File: config.mk
export PLATFORM = sky130hd
export DESIGN_NAME = branch_predictor
export DESIGN_NICKNAME = d
export VERILOG_FILES = /design/src/rtl/rv_pkg.sv /design/src/rtl/btb_table.sv /design/src/rtl/branch_predictor.sv
export SDC_FILE = /design/constraint.sdc
export NUM_CORES = 2
export LEC_CHECK = 0
export BUFFER_PORTS_ARGS = -buffer_cell sky130_fd_sc_hd__buf_4
export CELL_PAD_IN_SITES_DETAIL_PLACEMENT = 1
export CELL_PAD_IN_SITES_GLOBAL_PLACEMENT = 1
export CORE_AREA = 8 8 703 705
export DETAILED_ROUTE_END_ITERATION = 12
export DIE_AREA = 0 0 711 713
export HOLD_SLACK_MARGIN = 0.06
export PLACE_DENSITY_LB_ADDON = 0.1
export SLEW_MARGIN = 20
export SYNTH_ARGS = -nofsm -noshare
export SYNTH_HDL_FRONTEND = slang
export SYNTH_HIERARCHICAL = 1
export SYNTH_SLANG_ARGS = --single-unit
File: constraint.sdc
create_clock -name clk -period 20.3 [get_ports clk]
set_input_delay 4.06 -clock clk [delete_from_list [all_inputs] [get_ports clk]]
set_output_delay 4.06 -clock clk [all_outputs]
set_load 0.01 [all_outputs]
File: src/rtl/rv_pkg.sv
`default_nettype none
// ============================================================================
// Module      : rv_pkg
// Description : Shared RV32 constants and the direction-counter update helper
//               used by the dynamic branch predictor.
// Revision    : 1.0 - initial release
// ============================================================================
package rv_pkg;

    localparam int XLEN = 32;

    // Major opcodes of the control-transfer instructions
    localparam logic [6:0] c_op_branch = 7'b1100011;
    localparam logic [6:0] c_op_jal    = 7'b1101111;
    localparam logic [6:0] c_op_jalr   = 7'b1100111;

    // Saturating step of a direction counter of ctr_w bits (1..3), carried in
    // a 3-bit container so a single function serves every counter width.
    function automatic logic [2:0] ctr_sat_update(input logic [2:0] ctr,
                                                  input logic       taken,
                                                  input int unsigned ctr_w);
        logic [2:0] max_v;
        max_v = 3'((1 << ctr_w) - 1);
        if (taken) begin
            return (ctr == max_v) ? ctr : ctr + 3'd1;
        end
        return (ctr == 3'd0) ? ctr : ctr - 3'd1;
    endfunction

endpackage
`default_nettype wire

File: src/rtl/btb_table.sv
`default_nettype none
// ============================================================================
// Module      : btb_table
// Description : Direct-mapped BTB storage. Two combinational read ports
//               (fetch lookup, execute update) and one synchronous
//               write/invalidate port addressed by the execute index.
// Revision    : 1.0 - initial release
// ============================================================================
module btb_table
    import rv_pkg::*;
#(
    parameter int XLEN    = rv_pkg::XLEN,
    parameter int ENTRIES = 64,
    parameter int CTR_W   = 2,
    parameter int IDX_W   = $clog2(ENTRIES),
    parameter int TAG_W   = XLEN - 2 - IDX_W
) (
    input  logic             clk,
    input  logic             rst,
    // fetch read port
    input  logic [IDX_W-1:0] rd_idx,
    output logic             rd_valid,
    output logic [TAG_W-1:0] rd_tag,
    output logic [CTR_W-1:0] rd_ctr,
    output logic             rd_jump,
    output logic [XLEN-1:0]  rd_target,
    // execute read/write port
    input  logic [IDX_W-1:0] ex_idx,
    output logic             ex_valid,
    output logic [TAG_W-1:0] ex_tag,
    output logic [CTR_W-1:0] ex_ctr,
    input  logic             wr_en,
    input  logic             wr_tgt_en,
    input  logic             inv_en,
    input  logic [TAG_W-1:0] wr_tag,
    input  logic [CTR_W-1:0] wr_ctr,
    input  logic             wr_jump,
    input  logic [XLEN-1:0]  wr_target
);

    // Weakly-not-taken: just below the taken threshold
    localparam logic [CTR_W-1:0] c_ctr_wnt = CTR_W'((1 << (CTR_W - 1)) - 1);

    logic [ENTRIES-1:0] r_valid;
    logic [ENTRIES-1:0] r_jump;
    logic [CTR_W-1:0]   r_ctr    [ENTRIES];
    logic [TAG_W-1:0]   r_tag    [ENTRIES];
    logic [XLEN-1:0]    r_target [ENTRIES];

    // Zero-latency reads; a same-cycle write is not forwarded
    always_comb begin
        rd_valid  = r_valid[rd_idx];
        rd_tag    = r_tag[rd_idx];
        rd_ctr    = r_ctr[rd_idx];
        rd_jump   = r_jump[rd_idx];
        rd_target = r_target[rd_idx];
        ex_valid  = r_valid[ex_idx];
        ex_tag    = r_tag[ex_idx];
        ex_ctr    = r_ctr[ex_idx];
    end

    // Valid bits and counters: cleared to weakly-not-taken on reset
    always_ff @(posedge clk) begin
        if (rst) begin
            r_valid <= '0;
            for (int i = 0; i < ENTRIES; i++) begin
                r_ctr[i] <= c_ctr_wnt;
            end
        end else if (wr_en) begin
            r_valid[ex_idx] <= 1'b1;
            r_ctr[ex_idx]   <= wr_ctr;
        end else if (inv_en) begin
            r_valid[ex_idx] <= 1'b0;
        end
    end

    // Tag, kind and target payload: meaningless while invalid, so no reset
    always_ff @(posedge clk) begin
        if (!rst && wr_en) begin
            r_tag[ex_idx]  <= wr_tag;
            r_jump[ex_idx] <= wr_jump;
        end
        if (!rst && wr_tgt_en) begin
            r_target[ex_idx] <= wr_target;
        end
    end

endmodule
`default_nettype wire

File: src/rtl/branch_predictor.sv
`default_nettype none
// ============================================================================
// Module      : branch_predictor
// Description : Dynamic branch predictor for the 5-stage RV32 pipeline.
//               Fetch-side BTB lookup, execute-side resolution with
//               mispredict/redirect generation, table training and
//               saturating performance counters.
// Revision    : 1.0 - initial release
// ============================================================================
module branch_predictor
    import rv_pkg::*;
#(
    parameter int XLEN    = rv_pkg::XLEN,
    parameter int ENTRIES = 64,
    parameter int CTR_W   = 2,
    parameter int STAT_W  = 32
) (
    input  logic              clk,
    input  logic              rst,
    input  logic [XLEN-1:0]   PC_F,
    output logic              PredTaken_F,
    output logic [XLEN-1:0]   PredTarget_F,
    input  logic              UpdValid_E,
    input  logic              UpdIsCti_E,
    input  logic              UpdIsJump_E,
    input  logic [XLEN-1:0]   UpdPC_E,
    input  logic              UpdTaken_E,
    input  logic [XLEN-1:0]   UpdTarget_E,
    input  logic              UpdPredTaken_E,
    input  logic [XLEN-1:0]   UpdPredTarget_E,
    output logic              Mispredict_E,
    output logic [XLEN-1:0]   RedirectPC_E,
    output logic [STAT_W-1:0] StatCti,
    output logic [STAT_W-1:0] StatMiss
);

    localparam int IDX_W = $clog2(ENTRIES);
    localparam int TAG_W = XLEN - 2 - IDX_W;

    localparam logic [CTR_W-1:0] c_ctr_max = {CTR_W{1'b1}};
    localparam logic [CTR_W-1:0] c_ctr_wt  = CTR_W'(1 << (CTR_W - 1));

    logic [IDX_W-1:0]  w_idx_f, w_idx_e;
    logic [TAG_W-1:0]  w_tag_f, w_tag_e;
    logic              w_rd_valid, w_rd_jump, w_ex_valid;
    logic [TAG_W-1:0]  w_rd_tag, w_ex_tag;
    logic [CTR_W-1:0]  w_rd_ctr, w_ex_ctr, w_wr_ctr;
    logic [XLEN-1:0]   w_rd_target;
    logic              w_hit_f, w_hit_e, w_upd;
    logic              w_wr_en, w_wr_tgt_en, w_inv_en;
    logic [2:0]        w_ctr_sat;
    logic [STAT_W-1:0] r_stat_cti, r_stat_miss;
    logic              w_unused_bits;

    assign w_idx_f = PC_F[IDX_W+1:2];
    assign w_tag_f = PC_F[XLEN-1:IDX_W+2];
    assign w_idx_e = UpdPC_E[IDX_W+1:2];
    assign w_tag_e = UpdPC_E[XLEN-1:IDX_W+2];

    // Instruction-aligned PC bits and the spare counter container bits
    assign w_unused_bits = ^{PC_F[1:0], UpdPC_E[1:0], w_ctr_sat};

    btb_table #(
        .XLEN    (XLEN),
        .ENTRIES (ENTRIES),
        .CTR_W   (CTR_W),
        .IDX_W   (IDX_W),
        .TAG_W   (TAG_W)
    ) u_btb (
        .clk       (clk),
        .rst       (rst),
        .rd_idx    (w_idx_f),
        .rd_valid  (w_rd_valid),
        .rd_tag    (w_rd_tag),
        .rd_ctr    (w_rd_ctr),
        .rd_jump   (w_rd_jump),
        .rd_target (w_rd_target),
        .ex_idx    (w_idx_e),
        .ex_valid  (w_ex_valid),
        .ex_tag    (w_ex_tag),
        .ex_ctr    (w_ex_ctr),
        .wr_en     (w_wr_en),
        .wr_tgt_en (w_wr_tgt_en),
        .inv_en    (w_inv_en),
        .wr_tag    (w_tag_e),
        .wr_ctr    (w_wr_ctr),
        .wr_jump   (UpdIsJump_E),
        .wr_target (UpdTarget_E)
    );

    assign w_hit_f = w_rd_valid && (w_rd_tag == w_tag_f);
    assign w_hit_e = w_ex_valid && (w_ex_tag == w_tag_e);
    // Updates arriving during reset are dropped
    assign w_upd   = UpdValid_E && !rst;

    // Fetch prediction: jumps always redirect, branches follow the counter MSB
    always_comb begin
        PredTaken_F  = 1'b0;
        PredTarget_F = '0;
        if (!rst) begin
            PredTaken_F  = w_hit_f && (w_rd_jump || w_rd_ctr[CTR_W-1]);
            PredTarget_F = w_hit_f ? w_rd_target : PC_F + XLEN'(4);
        end
    end

    // Execute resolution: any predicted redirect on a non-CTI is a stale hit
    always_comb begin
        Mispredict_E = 1'b0;
        RedirectPC_E = '0;
        if (w_upd) begin
            if (UpdIsCti_E) begin
                Mispredict_E = (UpdTaken_E != UpdPredTaken_E) ||
                               (UpdTaken_E && (UpdTarget_E != UpdPredTarget_E));
            end else begin
                Mispredict_E = UpdPredTaken_E;
            end
            RedirectPC_E = UpdTaken_E ? UpdTarget_E : UpdPC_E + XLEN'(4);
        end
    end

    // Training: hits always train, misses allocate only when taken
    assign w_ctr_sat   = ctr_sat_update(3'(w_ex_ctr), UpdTaken_E, CTR_W);
    assign w_wr_en     = w_upd && UpdIsCti_E && (w_hit_e || UpdTaken_E);
    assign w_wr_tgt_en = w_wr_en && (UpdTaken_E || UpdIsJump_E);
    assign w_inv_en    = w_upd && !UpdIsCti_E && w_hit_e;
    assign w_wr_ctr    = UpdIsJump_E ? c_ctr_max :
                         w_hit_e     ? w_ctr_sat[CTR_W-1:0] : c_ctr_wt;

    // Saturating performance counters
    always_ff @(posedge clk) begin
        if (rst) begin
            r_stat_cti  <= '0;
            r_stat_miss <= '0;
        end else begin
            if (w_upd && UpdIsCti_E && (r_stat_cti != '1)) begin
                r_stat_cti <= r_stat_cti + 1'b1;
            end
            if (Mispredict_E && (r_stat_miss != '1)) begin
                r_stat_miss <= r_stat_miss + 1'b1;
            end
        end
    end

    assign StatCti  = r_stat_cti;
    assign StatMiss = r_stat_miss;

endmodule
`default_nettype wire
Yosys cells after proc, flatten, opt, wreduce, memory -nomap -nowiden
Memories as Yosys holds them, arrays and structs flattened.
Index checks and enable logic that the tools add are counted.
Storage, ports and cells
  bits in registers: 192
  memory bits (writable): 3712
  output and inout bits: 130
  memories kept: 3
Operators by class
  add/sub/neg operators: 6
  magnitude comparators: 3
  equal/unequal tests: 7
  mux-type cells: 37
  bitwise operators: 3
  reduce and logical (&&, ||, !) cells: 24
Memories
  u_btb.r_target: words 64, width 32, read ports 1, clocked after memory_dff 0, wr ports 1, line btb_table.sv:48  | logic [XLEN-1:0] r_target [ENTRIES];
  u_btb.r_tag: words 64, width 24, read ports 2, clocked after memory_dff 0, wr ports 1, line btb_table.sv:47  | logic [TAG_W-1:0] r_tag [ENTRIES];
  u_btb.r_ctr: words 64, width 2, read ports 2, clocked after memory_dff 0, wr ports 64, line btb_table.sv:46  | logic [CTR_W-1:0] r_ctr [ENTRIES];
Operators with widths (count)
  32-bit 2-to-1 mux: 4
  64-bit 2-to-1 mux: 2
  32-bit by 1-bit adder with 32-bit output, second input constant: 2
  32-bit by 3-bit adder with 32-bit output, second input constant: 2
  64-bit bitwise AND: 1
  64-bit bitwise mux: 1
  32-bit inequality test, second input constant: 2
  64-bit inverter: 1
  64-bit OR: 1
  24-bit == test: 2
  32-bit inequality test: 1
  1-bit binary-select mux with 6-bit select: 3
  1-bit 2-to-1 mux: 18
  1-bit logical AND: 15
  6-bit by 7-bit < comparator with 1-bit output, second input constant: 2
  2-bit 2-to-1 mux: 7
  1-bit demux with 6-bit select: 1
  6-bit by 1-bit >= comparator with 1-bit output, second input constant: 1
  6-bit 2-to-1 mux: 1
  1-bit logical OR: 4
  2-bit by 1-bit adder with 2-bit output, second input constant: 1
  2-bit == test, second input constant: 1
  1-bit zero test: 2
  2-bit zero test: 1
  4 further kinds: 4

Longest topological paths before layout
  depth in word-level cells: 10
  mapped depth: 23
  depth with buffers taken out: 16

Hierarchy
The synthesis kept the hierarchy.
By module, submodules not included
  btb_table: times used 1, cells an instance 8266, area an instance 162275.6 um2, seq. area each 114670.0 um2
  branch_predictor: times used 1, cells an instance 867, area an instance 6269.8 um2, seq. area each 1281.2 um2

Worst setup path after synthesis
No wires, ideal clock.
  kind: input to output
  from: input PC_F[2]
  to: output PredTarget_F[22]
  arrival: 7529 ps
  slack: 8711 ps
  stages: 16
  path buffers: 6
  cell sequence: buf_2 buf_4 buf_4 buf_2 mux4_2 a211oi_1 a21oi_1 a22oi_1 a21oi_1 xor2_1 or2_2 nor3b_1 nand4_1 buf_1 clkbuf_1 a211oi_1
On the way
  longest elaborated chain between the ends: 5
  elaborated cells on any way between the ends: 9
  those cells by class: 1 x add/sub; 1 x eq/ne; 4 x mux; 1 x reduce/logical; 2 x memory
Ends and longest elaborated chain
  start: declaration: line branch_predictor.sv:20  | input logic [XLEN-1:0] PC_F,
  memory read 64 x 24 bit
  via w_rd_tag[3]: line branch_predictor.sv:46  | logic [TAG_W-1:0] w_rd_tag, w_ex_tag;
  24-bit == test: line branch_predictor.sv:91  | assign w_hit_f = w_rd_valid && (w_rd_tag == w_tag_f);
  1-bit logical AND: line branch_predictor.sv:91
  32-bit 2-to-1 mux: line branch_predictor.sv:102  | PredTarget_F = w_hit_f ? w_rd_target : PC_F + XLEN'(4);
  32-bit 2-to-1 mux: line branch_predictor.sv:100  | if (!rst) begin
  end: declaration: line branch_predictor.sv:22  | output logic [XLEN-1:0] PredTarget_F,
The timed path passes the listed nets, and every way through them passes these cells. The select of a mux whose other input is x is not followed.

Worst setup path in the final report
  from: input PC_F[4]
  to: output PredTarget_F[13]
Same word-level chain as after synthesis.

==> impl_results.rst <==
.. list-table::
   :header-rows: 1

   * - Metric
     - Value
   * - Detailed Route Iter0 Violations
     - 13614
   * - DRC
     - 0
   * - Worst max-slew margin expressed relative to the limit
     - 13.8%
   * - Final critical delay including setup and external delays
     - 14670 ps
   * - Setup slack after layout
     - 5630 ps
   * - Layout Skew
     - 37.9 ps
   * - Dominant delay contributor by cell family on the critical path
     - buffers and inverters
   * - Die span in x
     - 711 um
   * - Initial antenna violation count
     - 76
   * - Via total after detailed routing
     - 102144
   * - Row count
     - 256
   * - Total area of multi-input combinational cells
     - 50000 um2
   * - Number of global-route vias before repair
     - 103366
   * - WL final
     - 715000 um
   * - Upper clock frequency limit
     - 68.2 MHz
   * - Global-route wire length before repair
     - 952000 um
   * - RSZ-0062 raised after global routing
     - no
   * - Count of final setup violators
     - 0
   * - Area overhead of the layout relative to synthesis
     - 15.0%
   * - Slack of the worst reg-to-reg path
     - 12310 ps
   * - Initial cell density of the core
     - 34.7%
   * - Result of the run
     - complete, no violations
   * - Worst setup slack before clock tree synthesis
     - 5670 ps
   * - Mean instance size in the synthesized netlist
     - 18.5 um2
   * - Detail Route Antenna Nets
     - 0
   * - VDD IR-drop max
     - 0.0814 mV
   * - Post-placement cell count
     - 15521
   * - Clock latency at the later pin of the worst-skew pair
     - 1030 ps
   * - Critical path launch point type
     - primary input
   * - Post-route non-filler standard cell count
     - 16341
   * - Grt ovf
     - 0
   * - CP max stage cell
     - sky130_fd_sc_hd__a221oi_1
   * - Post-synth design cell area
     - 168000 um2
   * - Placer's final routability congestion estimate
     - 0.881
   * - Fraction of power spent switching nets
     - 24.0%
   * - Maximum fanout encountered on the critical timing path
     - 59
   * - Power density over cell area
     - 93.0 nW/um2
   * - Arrival time of the worst setup path
     - 10610 ps
   * - Internal power component
     - 13700 uW
   * - Worst Path Class, Setup
     - in -> out
   * - Worst-Margin Slew
     - 1290 ps
   * - Resized Gates After CTS
     - 0
   * - Total of hold buffers inserted after clock tree synthesis
     - 0
   * - Aggregate negative setup slack
     - 0 ps
   * - Worst Setup SP
     - PC_F[4]
   * - TritonCTS clock tree
     - yes
   * - Clock transition at the registers of the reported paths
     - 60 ps
   * - Count of buffers from port buffering
     - 264
   * - Portion of total power attributed to the clock network
     - 43.0%
   * - Total nets after synthesis
     - 9244
   * - Worst r2r src
     - u_btb/r_tag[53][15]
   * - Pin count of the biggest net entering global routing
     - 118
   * - Reg-to-reg critical path endpoint
     - u_btb/r_jump[42]
   * - Critical path endpoint category
     - output pin
   * - Capture point of the critical path
     - PredTarget_F[13]
   * - Overall Power
     - 18000 uW
   * - Power share of the combinational group
     - 7.8%
   * - Part of the power in registers
     - 49.3%
   * - Clock tree root driver cell
     - sky130_fd_sc_hd__clkbuf_16
   * - Core area
     - 484000 um2
   * - Non-Filler Cell Area, Final
     - 193000 um2
   * - Pins over their slew limit
     - 0
   * - Placed cell areas
     - 180000 um2
   * - Post-CTS repair timing setup buffer count
     - 0
   * - Clk buf depth
     - 4
   * - Number of ports placed on the die boundary
     - 265
   * - Depth of the critical timing path with buffers and inverters included
     - 15
   * - NetSw
     - 4310 uW
   * - Average routed wire per standard cell
     - 43.8 um
   * - CP peak stage delay
     - 840 ps
   * - Max-cap viol count
     - 0
   * - Fill cells
     - 46546
   * - Class of the worst hold path
     - reg -> reg
   * - DIE AREA
     - 507000 um2
   * - Die Height
     - 713 um
   * - Net count reported at finish
     - 9643
   * - H-tree level count
     - 5
   * - Number of buffers added by the clock tree synthesis step
     - 431
   * - Proportion of layout cells with a drive suffix above 1
     - 28.8%
   * - Most repeated library cell on the critical path
     - sky130_fd_sc_hd__buf_4
   * - Most used cells in the layout excluding fill and tap cells
     - sky130_fd_sc_hd__edfxtp_1 (3776), sky130_fd_sc_hd__mux4_2 (1139), sky130_fd_sc_hd__buf_4 (649), sky130_fd_sc_hd__clkbuf_16 (438), sky130_fd_sc_hd__mux2i_1 (373)
   * - Post-synthesis cell count
     - 9105
   * - Global router's overall resource usage
     - 27.3%
   * - Leakage power total
     - 0.0602 uW
   * - Via-to-Cell Ratio
     - 6.25
   * - Critical Path, Cell by Cell
     - buf_8 > buf_4 > buf_4 > mux4_2 > mux2i_1 > a221oi_1 > o21ai_0 > a21oi_1 > xnor2_1 > nand4_1 > nor4_1 > nand4_1 > buf_4 > a211oi_1 > buf_4
   * - Yosys warning total
     - 6
   * - Total number of clock tree sinks
     - 3904
   * - Data required time at the worst endpoint
     - 16240 ps
   * - Final period utilization
     - 72.3%
   * - Combined flip-flop and latch cell area
     - 116000 um2
   * - Critical path buffers and inverters
     - 5
   * - Worst-case reg-to-reg path depth
     - 17
   * - Most common library cell in the layout ignoring fill and taps
     - sky130_fd_sc_hd__edfxtp_1
   * - Post-detailed-placement half-perimeter wirelength
     - 428000 um
   * - Initial DRT Pass Iterations
     - 6
   * - Final number of hold-violating endpoints
     - 0
[state kept, by name (all words and copies together) (netlist names), named ones only]
register        count
StatCti            32
StatMiss           32
u_btb/r_ctr       128
u_btb/r_jump       64
u_btb/r_tag      1536
u_btb/r_target   2048
[worst register-to-register path, cell delays in order, from the launching register on]
cell                       delay [ps]
sky130_fd_sc_hd__edfxtp_1         400
sky130_fd_sc_hd__a22o_1           220
sky130_fd_sc_hd__a221o_1          250
sky130_fd_sc_hd__o21ai_0          630
sky130_fd_sc_hd__o211ai_1         260
sky130_fd_sc_hd__or4_1            540
sky130_fd_sc_hd__xor2_1           250
sky130_fd_sc_hd__nor4_1           850
sky130_fd_sc_hd__nand3_1          260
sky130_fd_sc_hd__nor4_2           250
sky130_fd_sc_hd__buf_4            250
sky130_fd_sc_hd__nor2_1            80
sky130_fd_sc_hd__nor2_2           100
sky130_fd_sc_hd__buf_4            390
sky130_fd_sc_hd__nor2b_1          610
sky130_fd_sc_hd__nand2_2          650
sky130_fd_sc_hd__nor2_4           930
sky130_fd_sc_hd__buf_4            610
[how the worst min path moves through the flow]
stage,start,endpoint,slack [ps],depth (start not counted)
floorplan,register,register,460,2
global placement,register,register,470,2
detailed placement,register,register,480,2
CTS,register,register,490,2
global route,register,register,520,2
finish,register,register,490,2
[stage by stage]
stage / util (%) / hold WS (ps)
6_report: 39.9 / 495
5_1_grt: 39.9 / 521
4_1_cts: 39.9 / 492
3_5_place_dp: 37.1 / 482
3_3_place_gp: 37.1 / 470
2_1_floorplan: - / 456
[routing by layer]
metal	track usage, %	wire (um)	vias to the layer above
li1	-	-	39116
met1	36.1	284000	56575
met2	44.5	338000	5307
met3	4.65	56400	1134
met4	11.8	37000	12
met5	0	69	-
[power by group through the flow]
stage	sequential (uW)	clock (uW)	combinational (uW)
floorplan	9020	0	660
global placement	9020	0	1390
detailed placement	9020	0	1400
CTS	8850	7870	1400
global route	8850	8130	1430
finish	8860	7720	1400
[layout make-up]
cell class                      instances  area share (%)
Antenna cell                           32          0.0414
Tap cell                             6450            4.18
Timing Repair Buffer                  682            2.84
Multi-Input combinational cell       4465            25.9
Sequential cell                      3904            60.0
Inverter                               20          0.0460
Clock buffer                          553            5.94
Clock inverter                        235            1.07
Power figures use the tool's default switching activity.
